--- config.mk ---
export PLATFORM = sky130hd
export DESIGN_NAME = pipe_hazard_ctrl
export DESIGN_NICKNAME = d
export VERILOG_FILES = /design/src/rtl/riscv_pipe_pkg.sv /design/src/rtl/fwd_unit.sv /design/src/rtl/pipe_hazard_ctrl.sv
export SDC_FILE = /design/constraint.sdc
export NUM_CORES = 1
export LEC_CHECK = 0
export ABC_AREA = 1
export CORE_MARGIN = 2
export CORE_UTILIZATION = 40
export CTS_CLUSTER_SIZE = 25
export DETAILED_ROUTE_END_ITERATION = 10
export PLACE_DENSITY = 0.67
export SLEW_MARGIN = 20
export SYNTH_ARGS = -nofsm -noshare
export SYNTH_HDL_FRONTEND = slang
export SYNTH_SLANG_ARGS = --single-unit
--- constraint.sdc ---
create_clock -name clk -period 6.35 [get_ports clk]
set_input_delay 1.905 -clock clk [delete_from_list [all_inputs] [get_ports clk]]
set_output_delay 1.905 -clock clk [all_outputs]
set_load 0.01 [all_outputs]
--- src/rtl/riscv_pipe_pkg.sv ---
// Shared pipeline definitions: forwarding select codes, hazard FSM states and
// the register-match helper used by the forwarding comparators.
package riscv_pipe_pkg;

  localparam logic [1:0] FWD_REG = 2'b00;
  localparam logic [1:0] FWD_WB  = 2'b01;
  localparam logic [1:0] FWD_MEM = 2'b10;

  localparam logic [4:0] REG_X0 = 5'd0;

  typedef enum logic {
    RUN      = 1'b0,
    MEM_WAIT = 1'b1
  } state_t;

  // x0 is hard-wired to zero, so a write to it never produces a forwardable value.
  function automatic logic reg_hit(input logic we, input logic [4:0] rd, input logic [4:0] src);
    return we && (rd != REG_X0) && (rd == src);
  endfunction

endpackage

--- src/rtl/fwd_unit.sv ---
// Operand forwarding select for one EX source register; the younger
// EX/MEM result takes priority over MEM/WB.
module fwd_unit
  import riscv_pipe_pkg::*;
(
  input  logic [4:0] i_src,
  input  logic [4:0] i_ex_mem_rd,
  input  logic       i_ex_mem_we,
  input  logic [4:0] i_mem_wb_rd,
  input  logic       i_mem_wb_we,
  output logic [1:0] o_sel
);

  always_comb begin
    o_sel = FWD_REG;
    if (reg_hit(i_ex_mem_we, i_ex_mem_rd, i_src)) begin
      o_sel = FWD_MEM;
    end else if (reg_hit(i_mem_wb_we, i_mem_wb_rd, i_src)) begin
      o_sel = FWD_WB;
    end
  end

endmodule

--- src/rtl/pipe_hazard_ctrl.sv ---
// Stall/flush/forward controller for the 5-stage RV32I pipeline: memory-wait FSM
// with timeout, redirect and load-use hazard priority, forwarding selects, perf counters.
module pipe_hazard_ctrl
  import riscv_pipe_pkg::*;
#(
  parameter int unsigned MEM_TIMEOUT = 64,
  parameter int unsigned CNT_W       = 32
) (
  input  logic             clk,
  input  logic             rst,
  input  logic [4:0]       IF_ID_rs1,
  input  logic [4:0]       IF_ID_rs2,
  input  logic             id_use_rs1,
  input  logic             id_use_rs2,
  input  logic [4:0]       ID_EX_rs1,
  input  logic [4:0]       ID_EX_rs2,
  input  logic [4:0]       ID_EX_rd,
  input  logic             ID_EX_MemRead,
  input  logic [4:0]       EX_MEM_rd,
  input  logic             EX_MEM_RegWrite,
  input  logic [4:0]       MEM_WB_rd,
  input  logic             MEM_WB_RegWrite,
  input  logic             ex_redirect,
  input  logic             dmem_req,
  input  logic             dmem_ready,
  output logic             pc_en,
  output logic             IF_ID_en,
  output logic             ID_EX_en,
  output logic             EX_MEM_en,
  output logic             MEM_WB_en,
  output logic             IF_ID_flush,
  output logic             ID_EX_flush,
  output logic             MEM_WB_flush,
  output logic             pc_sel_redirect,
  output logic [1:0]       fwd_a,
  output logic [1:0]       fwd_b,
  output logic             mem_timeout_err,
  output logic [CNT_W-1:0] stall_cnt,
  output logic [CNT_W-1:0] flush_cnt
);

  localparam int unsigned WAIT_W = (MEM_TIMEOUT > 1) ? $clog2(MEM_TIMEOUT) : 1;

  state_t              r_state;
  logic [WAIT_W-1:0]   r_wait_cnt;
  logic                r_err;
  logic [CNT_W-1:0]    r_stall_cnt;
  logic [CNT_W-1:0]    r_flush_cnt;

  logic       w_wait_last;
  logic       w_timeout;
  logic       w_mem_stall;
  logic       w_load_use;
  logic       w_redirect;
  logic [1:0] w_fwd_a;
  logic [1:0] w_fwd_b;

  assign w_wait_last = (r_state == MEM_WAIT) && (r_wait_cnt == WAIT_W'(MEM_TIMEOUT - 1));
  assign w_timeout   = w_wait_last && !dmem_ready;
  // The timeout cycle is a forced release: the memory stall is dropped for one cycle.
  assign w_mem_stall = dmem_req && !dmem_ready && !w_timeout;
  assign w_load_use  = ID_EX_MemRead && (ID_EX_rd != REG_X0) &&
                       ((id_use_rs1 && (IF_ID_rs1 == ID_EX_rd)) ||
                        (id_use_rs2 && (IF_ID_rs2 == ID_EX_rd)));
  assign w_redirect  = !rst && !w_mem_stall && ex_redirect;

  fwd_unit u_fwd_a (
    .i_src       (ID_EX_rs1),
    .i_ex_mem_rd (EX_MEM_rd),
    .i_ex_mem_we (EX_MEM_RegWrite),
    .i_mem_wb_rd (MEM_WB_rd),
    .i_mem_wb_we (MEM_WB_RegWrite),
    .o_sel       (w_fwd_a)
  );

  fwd_unit u_fwd_b (
    .i_src       (ID_EX_rs2),
    .i_ex_mem_rd (EX_MEM_rd),
    .i_ex_mem_we (EX_MEM_RegWrite),
    .i_mem_wb_rd (MEM_WB_rd),
    .i_mem_wb_we (MEM_WB_RegWrite),
    .o_sel       (w_fwd_b)
  );

  always_comb begin
    pc_en           = 1'b1;
    IF_ID_en        = 1'b1;
    ID_EX_en        = 1'b1;
    EX_MEM_en       = 1'b1;
    MEM_WB_en       = 1'b1;
    IF_ID_flush     = 1'b0;
    ID_EX_flush     = 1'b0;
    MEM_WB_flush    = 1'b0;
    pc_sel_redirect = 1'b0;
    fwd_a           = FWD_REG;
    fwd_b           = FWD_REG;
    if (!rst) begin
      fwd_a = w_fwd_a;
      fwd_b = w_fwd_b;
      if (w_mem_stall) begin
        pc_en        = 1'b0;
        IF_ID_en     = 1'b0;
        ID_EX_en     = 1'b0;
        EX_MEM_en    = 1'b0;
        MEM_WB_flush = 1'b1;
      end else if (ex_redirect) begin
        pc_sel_redirect = 1'b1;
        IF_ID_flush     = 1'b1;
        ID_EX_flush     = 1'b1;
      end else if (w_load_use) begin
        pc_en       = 1'b0;
        IF_ID_en    = 1'b0;
        ID_EX_flush = 1'b1;
      end
    end
  end

  always_ff @(posedge clk) begin
    if (rst) begin
      r_state     <= RUN;
      r_wait_cnt  <= '0;
      r_err       <= 1'b0;
      r_stall_cnt <= '0;
      r_flush_cnt <= '0;
    end else begin
      if (r_state == RUN) begin
        if (dmem_req && !dmem_ready) begin
          r_state <= MEM_WAIT;
        end
      end else if (dmem_ready || w_wait_last) begin
        r_state    <= RUN;
        r_wait_cnt <= '0;
      end else begin
        r_wait_cnt <= r_wait_cnt + WAIT_W'(1);
      end
      if (w_timeout) begin
        r_err <= 1'b1;
      end
      if (!pc_en) begin
        r_stall_cnt <= r_stall_cnt + CNT_W'(1);
      end
      if (w_redirect) begin
        r_flush_cnt <= r_flush_cnt + CNT_W'(1);
      end
    end
  end

  assign mem_timeout_err = r_err;
  assign stall_cnt       = r_stall_cnt;
  assign flush_cnt       = r_flush_cnt;

endmodule

==> out/metrics.csv <==
stage;metric;value;unit
run_status;outcome;complete, no violations;
synth;Post-Synth Simple-Gate Area;0.4297;
power;peak supply drop;89.31;µV
synth;count leader, synth;nand2_1;
clocking;Clk pin slew, worst setup/hold paths;0.07;ns
timing;FMAX;171.9;MHz
global_routing;largest net degree at the start of global routing;61;
floorplan;CORE AREA;0.01079;mm²
route;drt via density;4.986;
synth;adder-cell area share of the yosys netlist;0.008520;
job;max_cap viols;0;
layout;diodes inserted;0;
synth;mux cell area share after synthesis;0;
placement;Placed Area;0.005684;mm²
global_routing;antenna violations before repair;0;
setup_path;reg-to-reg setup timing slack;4.12;ns
route;total number of vias;4747;
synth;Synth Register Bits;72;
floorplan;io pins;123;
setup_path;crit path from;ID_EX_rs1[3];
clocking;post-cts gate resize count;0;
synth;Top FF cell, synth;dfxtp_1;
clocking;Clock Latency Late Sink;0.35;ns
power;Leak;2.306;nW
setup_path;Worst Setup Start Kind;input port;
setup_path;reg-to-reg startpoint;r_wait_cnt[1];
synth;Post-synth top cells;186 x nand2_1, 118 x nor2_1, 72 x dfxtp_1, 65 x inv_1, 61 x nand3_1;
synth;sequential share of the synthesized area;0.3272;
setup_path;FF-to-FF End;flush_cnt[6];
setup_path;crit-path cells;clkdlybuf4s50_1 > xor2_1 > or2_2 > nor4_1 > inv_1 > nor2_1 > clkdlybuf4s50_1;
global_routing;total track usage;0.2116;
synth;post-synthesis cell area;0.004405;mm²
synth;Compound-Gate Fraction of Synth Area;0.08549;
synth;syn nets;743;
timing;period utilization;0.9162;
floorplan;Die ar.;0.01187;mm²
global_routing;grt ovf;0;
layout;final instance area;0.005904;mm²
worst_hold_path;Hold WC Path Type;reg -> reg;
layout;Layout Nets;856;
synth;asr flop ratio synth;0;
setup_path;WP data required;4.45;ns
timing;Final Setup Violations;0;
synth;Synth area leader;dfxtp_1;
clocking;setup repair bufs after CTS;0;
worst_hold_path;Hold Startpoint;mem_timeout_err;
layout;share of post-route cells with drive strength above 1;0.05296;
synth;Avg Cell Area, Syn;6.339;µm²
power;Pwr Density;165.6;mW/mm²
timing;worst slew pin tran;0.5542;ns
route;drt pass-1 iters;5;
route;Post-Route WL;12150;µm
route;initial DRC count;204;
layout;Final Util;0.5471;
clocking;TritonCTS Buffers;9;
setup_path;most used cell, CP;clkdlybuf4s50_1;
route;mean routed wirelength per cell;12.77;µm
layout;Syn-to-layout area delta;34.02;%
global_routing;vias in the first global route;4444;
layout;Final Non-Filler Cells;952;
synth;Syn Inst Count;695;
placement;GP Congestion;0.9581;
timing;Final Max Slew Viols;0;
setup_path;critical-path maximum fanout;3;
placement;Placement Setup Slack;0.5690;ns
timing;Worst slew margin;0.6305;
clocking;Hold-fix buffers, CTS;0;
synth;EDFF count, synth;0;
timing;RSZ-0062 raised after global routing;no;
synth;synth top area cells;dfxtp_1 33%, nand2_1 16%, nor2_1 10%, nand3_1 6.9%, a21oi_1 5.8%;
setup_path;r2r worst-path depth;10;
synth;main combinational cell family by area after synthesis;simple AND/OR/NAND/NOR gates;
timing;Hold WS;0.5060;ns
setup_path;critical path start-end classification;in -> out;
timing;Setup TNS;0;ns
placement;Placed Instances;937;
route;DRC errors left;0;
setup_path;CP endpoint;fwd_a[1];
global_routing;first-pass GRT wire length;20040;µm
placement;post-DP HPWL;9143;µm
timing;Fin. Hold Viols;0;
synth;number of library cell types mapped by synthesis;42;
floorplan;Die X;108.9;µm
floorplan;Initial Util;0.4082;
setup_path;endpoint class of the critical path;output pin;
synth;Synth top area share;0.3272;
placement;IO buf count;121;
timing;skew final;0.008945;ns
power;final total power;0.9777;mW
clocking;Max Buffers Root-to-Sink;2;
clocking;TritonCTS Sinks;72;
route;post-route ant nets;0;
timing;Final WS setup;0.5321;ns
setup_path;CP peak stage delay;0.54;ns
floorplan;Die Ht;108.9;µm
setup_path;CP max-delay cell;clkdlybuf4s50_1;
clocking;CTS tree;built;
clocking;CTS Root Cell;clkbuf_8;
timing;min Tclk post-route;5.818;ns
setup_path;CP arrival;3.91;ns
clocking;H-tree depth;3;
synth;Synth warnings;0;
synth;XOR/XNOR Fraction of Synth Area;0.05964;
floorplan;# rows;38;
## kinds of logic (layout without fill, tap and decap cells)
logic type               count (synthesis)  after routing
AND/OR/NAND/NOR                        430            430
buffers and inverters                   90            207
flip-flops                              72             72
AO/OA/AOI/OAI                           69             69
XOR/XNOR                                30             30
adder cells (fa/ha/maj)                  3              3
other                                    1              1
## worst min path at each step
| stage | cells after the start | slack [ns] | endpoint |
|---|---|---|---|
| floorplan | 2 | 0.48 | r_wait_cnt[1] |
| global placement | 1 | 0.48 | flush_cnt[4] |
| detailed placement | 1 | 0.48 | mem_timeout_err |
| CTS | 1 | 0.50 | mem_timeout_err |
| global route | 1 | 0.54 | flush_cnt[4] |
| finish | 1 | 0.51 | mem_timeout_err |
## placed cells by master (no fill, tap or decap), types with 6 or more instances in the layout
| cell type | netlist | routed |
|---|---|---|
| nand2_1 | 186 | 186 |
| clkdlybuf4s50_1 | 0 | 121 |
| nor2_1 | 118 | 118 |
| dfxtp_1 | 72 | 72 |
| inv_1 | 65 | 65 |
| nand3_1 | 61 | 61 |
| a21oi_1 | 51 | 51 |
| xor2_1 | 19 | 19 |
| nor3_1 | 19 | 19 |
| nand4_1 | 13 | 13 |
| xnor2_1 | 11 | 11 |
| clkbuf_8 | 0 | 11 |
| nor2_2 | 6 | 6 |
## registers in the layout, summed over array words and instances (netlist names)
signal           count
mem_timeout_err      1
flush_cnt           32
stall_cnt           32
r_wait_cnt           6
r_state              1
## critical path: cells and delay by family
| family | cells | cell delay [ns] |
|---|---|---|
| AND/OR/NAND/NOR | 3 | 0.70 |
| XOR/XNOR | 1 | 0.20 |
| buffers and inverters | 3 | 1.10 |
## where the power goes
part	internal, mW	switching (mW)	total (mW)
logic	0.0518	0.0582	0.110
registers	0.454	0.00355	0.457
clock network	0.240	0.170	0.410
total	0.746	0.232	0.978
## area by class of cell
type | count | area [µm²]
clock buffer | 12 | 155.1
clock inverter | 3 | 65.06
fill | 1064 | 4888
inverter | 67 | 252.7
multi-input combinational | 533 | 2574
sequential | 72 | 1441
tap | 140 | 175.2
timing repair buffer | 125 | 1241
## routing by layer
metal  vias to the layer above  track usage  share of wire
met5                         -            0              0
met4                         0      0.07143          0.022
met3                        25      0.05619          0.066
met2                       123       0.3594           0.48
met1                      2148       0.2584           0.44
li1                       2451            -              -
No activity file was read; power rests on OpenSTA's default activity.
